**config.mk**
```make
export PLATFORM = sky130hd
export DESIGN_NAME = parking_gate_arbiter
export DESIGN_NICKNAME = d
export VERILOG_FILES = /design/src/rtl/parking_gate_arbiter.sv
export SDC_FILE = /design/constraint.sdc
export NUM_CORES = 1
export LEC_CHECK = 0
export ABC_CLOCK_PERIOD_IN_PS = 5740
export CAP_MARGIN = 30
export CORE_MARGIN = 5
export CORE_UTILIZATION = 37
export CTS_BUF_LIST = sky130_fd_sc_hd__clkbuf_4
export DETAILED_ROUTE_END_ITERATION = 12
export PLACE_DENSITY = 0.65
export SLEW_MARGIN = 20
export SYNTH_ARGS = -nofsm -noshare
export SYNTH_HDL_FRONTEND = slang
export SYNTH_SLANG_ARGS = --single-unit
```
**constraint.sdc**
```tcl
create_clock -name enable -period 5.74 [get_ports enable]
set_input_delay 0.861 -clock enable [delete_from_list [all_inputs] [get_ports enable]]
set_output_delay 0.861 -clock enable [all_outputs]
set_load 0.1 [all_outputs]
```
**src/rtl/parking_gate_arbiter.sv**
```systemverilog
// rtl/parking_gate_arbiter.sv - seven-slot parking lot entry/exit arbiter with passcode check and gate timer
//
// Ports:
//   enable           clock, all state updates on its rising edge
//   gl_reset         synchronous active-low reset
//   entry_req        car waiting at the entry gate (level, held until entry_ack)
//   exit_req         car waiting at the exit gate (level, held until exit_ack/exit_err)
//   exit_from        slot 1..7 claimed by the exiting car, sampled with exit_req
//   exit_code        passcode presented by the exiting car, sampled with exit_req
//   entry_ack        one-cycle pulse, entry granted
//   entry_slot       assigned slot while entry_ack=1, else 0
//   entry_code       passcode of the assigned slot while entry_ack=1, else 0
//   exit_ack         one-cycle pulse, exit accepted
//   exit_err         one-cycle pulse, exit rejected
//   gate_open        gate actuator drive, high GATE_CYCLES cycles after an ack
//   occupancy        bit k-1 set when slot k is occupied
//   available_slots  number of free slots, 0..7
//   can_park         high when available_slots != 0
//   busy             high whenever the FSM is not idle
module parking_gate_arbiter #(
    parameter int GATE_CYCLES = 4
) (
    input  logic       enable,
    input  logic       gl_reset,
    input  logic       entry_req,
    input  logic       exit_req,
    input  logic [2:0] exit_from,
    input  logic [7:0] exit_code,
    output logic       entry_ack,
    output logic [2:0] entry_slot,
    output logic [7:0] entry_code,
    output logic       exit_ack,
    output logic       exit_err,
    output logic       gate_open,
    output logic [6:0] occupancy,
    output logic [2:0] available_slots,
    output logic       can_park,
    output logic       busy
);

    localparam int CW = $clog2(GATE_CYCLES + 1);
    localparam logic [CW-1:0] GATE_LAST = CW'(GATE_CYCLES);

    typedef enum logic [1:0] {
        IDLE      = 2'd0,
        GRANT_IN  = 2'd1,
        GRANT_OUT = 2'd2,
        GATE      = 2'd3
    } state_t;

    // Slot k passcode: running sum of 1,2,3,5,8,13,21,34 over its first k+1 terms.
    function automatic logic [7:0] slot_code(input logic [2:0] slot);
        case (slot)
            3'd1:    slot_code = 8'd3;
            3'd2:    slot_code = 8'd6;
            3'd3:    slot_code = 8'd11;
            3'd4:    slot_code = 8'd19;
            3'd5:    slot_code = 8'd32;
            3'd6:    slot_code = 8'd53;
            3'd7:    slot_code = 8'd87;
            default: slot_code = 8'd0;
        endcase
    endfunction

    state_t          state_q, state_d;
    logic [CW-1:0]   gate_cnt_q, gate_cnt_d;
    logic            prio_exit_q, prio_exit_d;
    logic [2:0]      from_q, from_d;
    logic [7:0]      code_q, code_d;
    logic [6:0]      occupancy_d;
    logic [2:0]      available_d;
    logic            can_park_d;
    logic            entry_ack_d;
    logic [2:0]      entry_slot_d;
    logic [7:0]      entry_code_d;
    logic            exit_ack_d;
    logic            exit_err_d;
    logic            gate_open_d;
    logic            busy_d;
    logic            entry_ok;
    logic            exit_valid;
    logic [2:0]      free_slot;
    logic [2:0]      used_count;

    always_ff @(posedge enable) begin
        if (!gl_reset) begin
            state_q         <= IDLE;
            gate_cnt_q      <= '0;
            prio_exit_q     <= 1'b1;
            from_q          <= 3'd0;
            code_q          <= 8'd0;
            occupancy       <= 7'd0;
            available_slots <= 3'd7;
            can_park        <= 1'b1;
            entry_ack       <= 1'b0;
            entry_slot      <= 3'd0;
            entry_code      <= 8'd0;
            exit_ack        <= 1'b0;
            exit_err        <= 1'b0;
            gate_open       <= 1'b0;
            busy            <= 1'b0;
        end else begin
            state_q         <= state_d;
            gate_cnt_q      <= gate_cnt_d;
            prio_exit_q     <= prio_exit_d;
            from_q          <= from_d;
            code_q          <= code_d;
            occupancy       <= occupancy_d;
            available_slots <= available_d;
            can_park        <= can_park_d;
            entry_ack       <= entry_ack_d;
            entry_slot      <= entry_slot_d;
            entry_code      <= entry_code_d;
            exit_ack        <= exit_ack_d;
            exit_err        <= exit_err_d;
            gate_open       <= gate_open_d;
            busy            <= busy_d;
        end
    end

    always_comb begin
        state_d      = state_q;
        gate_cnt_d   = gate_cnt_q;
        prio_exit_d  = prio_exit_q;
        from_d       = from_q;
        code_d       = code_q;
        occupancy_d  = occupancy;
        entry_ack_d  = 1'b0;
        entry_slot_d = 3'd0;
        entry_code_d = 8'd0;
        exit_ack_d   = 1'b0;
        exit_err_d   = 1'b0;
        gate_open_d  = 1'b0;
        free_slot    = 3'd0;
        used_count   = 3'd0;

        // A full lot leaves entry_req pending rather than rejecting it.
        entry_ok = entry_req && (available_slots != 3'd0);

        // Ascending scan so the highest-numbered free slot wins.
        for (int k = 1; k <= 7; k++) begin
            if (!occupancy[k-1]) begin
                free_slot = 3'(k);
            end
        end

        exit_valid = (from_q != 3'd0) && occupancy[from_q - 3'd1] &&
                     (code_q == slot_code(from_q));

        case (state_q)
            IDLE: begin
                // Priority only flips when the favoured side is the one served.
                if (exit_req && (!entry_ok || prio_exit_q)) begin
                    from_d  = exit_from;
                    code_d  = exit_code;
                    state_d = GRANT_OUT;
                    if (prio_exit_q) begin
                        prio_exit_d = 1'b0;
                    end
                end else if (entry_ok) begin
                    state_d = GRANT_IN;
                    if (!prio_exit_q) begin
                        prio_exit_d = 1'b1;
                    end
                end
            end
            GRANT_IN: begin
                occupancy_d[free_slot - 3'd1] = 1'b1;
                entry_ack_d  = 1'b1;
                entry_slot_d = free_slot;
                entry_code_d = slot_code(free_slot);
                gate_cnt_d   = '0;
                state_d      = GATE;
            end
            GRANT_OUT: begin
                if (exit_valid) begin
                    occupancy_d[from_q - 3'd1] = 1'b0;
                    exit_ack_d = 1'b1;
                    gate_cnt_d = '0;
                    state_d    = GATE;
                end else begin
                    exit_err_d = 1'b1;
                    state_d    = IDLE;
                end
            end
            GATE: begin
                // Entered on the ack edge; gate rises one edge later and stays
                // high for GATE_CYCLES cycles before returning to IDLE.
                if (gate_cnt_q == GATE_LAST) begin
                    state_d = IDLE;
                end else begin
                    gate_open_d = 1'b1;
                    gate_cnt_d  = gate_cnt_q + CW'(1);
                end
            end
            default: begin
                state_d = IDLE;
            end
        endcase

        for (int k = 0; k < 7; k++) begin
            used_count = used_count + {2'b00, occupancy_d[k]};
        end
        available_d = 3'd7 - used_count;
        can_park_d  = (available_d != 3'd0);
        busy_d      = (state_d != IDLE);
    end

endmodule

```
==> summary.txt <==
Outcome
  • Outcome: finished clean

Setup path
  • Startpoint Class: flip-flop
  • Worst Path Required: 5.95 ns
  • CP top delay family: adder cells
  • Arr. time, crit path: 5.00 ns
  • Worst-path maximum fanout: 15
  • Critical path class: reg2reg
  • Worst Setup SP: from_q[0]$_SDFFE_PN0P_
  • FF-to-FF Start: from_q[0]$_SDFFE_PN0P_
  • CP max stage cell: dfxtp_1
  • Worst path most repeated cell: ha_1
  • Worst setup EP type: flip-flop
  • WP buf/inv: 3
  • Critical path cell sequence: inv_2, ha_1, xnor2_1, o21ai_0, o221ai_2, o2111ai_4, o311ai_1, nand2_1, fa_1, ha_1, inv_1, fa_1, inv_1, ha_1, xnor2_1, nand4_1
  • CP peak stage delay: between 0.6 and 0.7 ns

Yosys
  • Share of the yosys chip area belonging to registers: 0.334
  • Post-synth top flop: dfxtp_1
  • Synth Instances: 292
  • FFs w/ async S/R, synth: 0
  • Yosys reg bits: 43
  • Avg Cell Area, Syn: just under 9 um^2
  • Synth warn: 0
  • Post-Syn Area: 2580 um^2
  • EDFF count, synth: 0
  • Synth cell types: 61
  • Syn Nets: 330

Clock tree
  • CTS H-tree depth: 2
  • Post_cts resized: 0
  • TritonCTS Buffers: 5
  • Clock buffer depth: 2
  • Post CTS Setup Buffer Count: 0
  • Clock transition at path regs: about 0.13 ns
  • CTS tree: done
  • Clock sink count: 43
  • Hold-fix buffers, CTS: 0
  • Skew-Pair Late Insertion Delay: 0.35 ns
  • Root buf cell: clkbuf_4

Detailed routing
  • Antenna viol nets, final: 0
  • DR pass1 iterations: 4
  • Metal2 WL: approximately 2600 um
  • Vias post-DR: around 2200
  • Number of DRC markers in iteration 0: approximately 180
  • Post-DR vias/cell: a little over 5
  • Drt drc: 0
  • Routed wl met3: ~320 um
  • DRT met1 WL: approximately 2600 um
  • WL/cell: between 10 and 15 um
  • Routed wire length: ~5500 um
  • Highest Signal Layer: met4

Global route
  • Global-route wire length before repair: between 9000 and 10000 um
  • Vias in the first global route: just over 2000
  • Largest net degree at the start of global routing: 21
  • Initial antenna violation count: 0
  • GRT Resource Usage Total: 0.131
  • GRT overflow: 0

Pwr
  • Power Dens Cells: between 400 and 500 nW/um^2
  • Worst VDD drop: around 0.16 mV
  • Cell leakage power: between 1 and 1.5 nW

Floorplanning
  • Die span in x: just over 90 um
  • Die height: about 93 um
  • Initial Utilization: 0.379
  • CORE AREA: roughly 6800 um^2
  • Ports: between 40 and 50
  • Row cnt: 30
  • Die Area: 8730 um^2

Finish
  • Final nets: between 300 and 400
  • Fill count: 676
  • Most frequent cells in the layout: dfxtp_1 (43), clkdlybuf4s50_1 (40), nor2_1 (23), nand2_1 (22), inv_1 (21)
  • Register area: ~860 um^2
  • Commonest non-fill, non-tap cell in the layout: dfxtp_1
  • Share of cells above drive strength 1: 0.0615
  • Finished Cell Area: just over 3000 um^2
  • Layout area overhead: 19.5%
  • Number of antenna diodes: 0
  • Multi-input logic area: between 1500 and 2000 um^2
  • Non-Filler Instances: approximately 420

Hold path
  • Hold_sp: code_q[4]$_SDFFE_PN0P_
  • Hold WC Path Type: reg2reg

Timing
  • Final Cycle Share: 0.834
  • Setup TNS: 0 ns
  • Fmax: 0.209 GHz
  • Final slew viol count: 0
  • Setup Skew: approximately 0.012 ns
  • Rel. slew slack: 0.343
  • Tightest Pin Transition: between 0.9 and 1 ns
  • Final worst slack: 0.954 ns
  • Final setup violation count: 0
  • Tmin final: roughly 4.8 ns
  • Final Hold Viols: 0
  • RSZ-0062 raised after global routing: no

Placed design
  • Post-DP HPWL: ~4200 um
  • IO buf count: 40
  • Final Wtd Congestion: roughly 0.84
  • Placed Area: ~3000 um^2
  • Placed instance count: 413
  • Place WS: ~0.97 ns

Job
  • Maxcap violations: 0
-- per-stage QoR --
stage,hold WS (ns),util,total power [mW]
floorplan,0.463,-,0.951
global placement,0.480,0.444,1.08
detailed placement,0.494,0.444,1.09
CTS,0.528,0.453,1.25
global route,0.561,0.453,1.33
finish,0.515,0.453,1.24
-- sequential cells by signal, summed over array words and instances, names as in the netlist, 2 cells and up --
signal / flops
code_q: 8
entry_code: 7
occupancy: 7
available_slots: 3
entry_slot: 3
from_q: 3
gate_cnt_q: 3
state_q: 2
-- layer usage --
| metal | global-route usage | vias up |
|---|---|---|
| li1 | - | 1104 |
| met1 | 0.165 | 998 |
| met2 | 0.218 | 60 |
| met3 | 0.0306 | 4 |
| met4 | 0.0427 | 0 |
| met5 | 0 | - |
-- area by class of cell --
type | instances | area share
clock inverter | 3 | 0.00772
inverter | 22 | 0.0268
tap | 96 | 0.0390
timing repair buffer | 40 | 0.130
sequential | 43 | 0.280
clock buffer | 5 | 0.0122
multi-input combinational | 212 | 0.504
-- logic make-up (layout without fill, tap and decap cells) --
| group | after synthesis | count (layout) | synth area share |
|---|---|---|---|
| and+or+nand+nor | 104 | 104 | 0.214 |
| other | 1 | 1 | 0.00146 |
| adders and majority gates | 23 | 23 | 0.120 |
| muxes | 13 | 13 | 0.0505 |
| xor gates and xnor gates | 4 | 4 | 0.0136 |
| buffers and inverters | 37 | 70 | 0.0631 |
| AOI/OAI and AO/OA | 67 | 67 | 0.203 |
| DFF | 43 | 43 | 0.334 |
-- synthesized netlist by cell type (3+ instances only) --
library cell / number / area, um^2
clkbuf_1: 9 / 33.8
nand3_1: 11 / 55.1
ha_1: 20 / 250
nor3_1: 7 / 35.0
dfxtp_1: 43 / 861
mux2i_1: 13 / 130
inv_1: 21 / 78.8
a21oi_1: 15 / 75.1
a211oi_1: 4 / 30.0
nand2b_1: 5 / 31.3
a22oi_1: 4 / 30.0
nand2_1: 22 / 82.6
nor2_1: 23 / 86.3
o21ai_0: 10 / 50.1
o21ai_1: 3 / 15.0
nand4_1: 5 / 31.3
fa_1: 3 / 60.1
a31oi_1: 5 / 31.3
nor4_1: 6 / 37.5
and2_1: 6 / 37.5
and3_1: 3 / 18.8
nor2b_1: 5 / 31.3
-- power breakdown --
group,internal (mW),switching [mW]
sequential,0.352,0.0478
clock,0.0492,0.106
combinational,0.206,0.476
total,0.607,0.630
-- final timing paths --
check | endpoint | slack [ns] | depth (start not counted)
max | can_park$_SDFF_PN1_ | 0.95 | 16
min | code_q[4]$_SDFFE_PN0P_ | 0.52 | 2
max reg2reg | can_park$_SDFF_PN1_ | 0.95 | 16
min reg2reg | code_q[4]$_SDFFE_PN0P_ | 0.52 | 2
-- worst reg2reg max path, stage by stage, from the launching register on --
cell and delay, ns:
dfxtp_1 0.61, inv_2 0.14, ha_1 0.26, xnor2_1 0.57, o21ai_0 0.25, o221ai_2 0.15
o2111ai_4 0.32, o311ai_1 0.42, nand2_1 0.14, fa_1 0.56, ha_1 0.14, inv_1 0.05
fa_1 0.50, inv_1 0.04, ha_1 0.20, xnor2_1 0.20, nand4_1 0.12
Power figures use the tool's default switching activity.
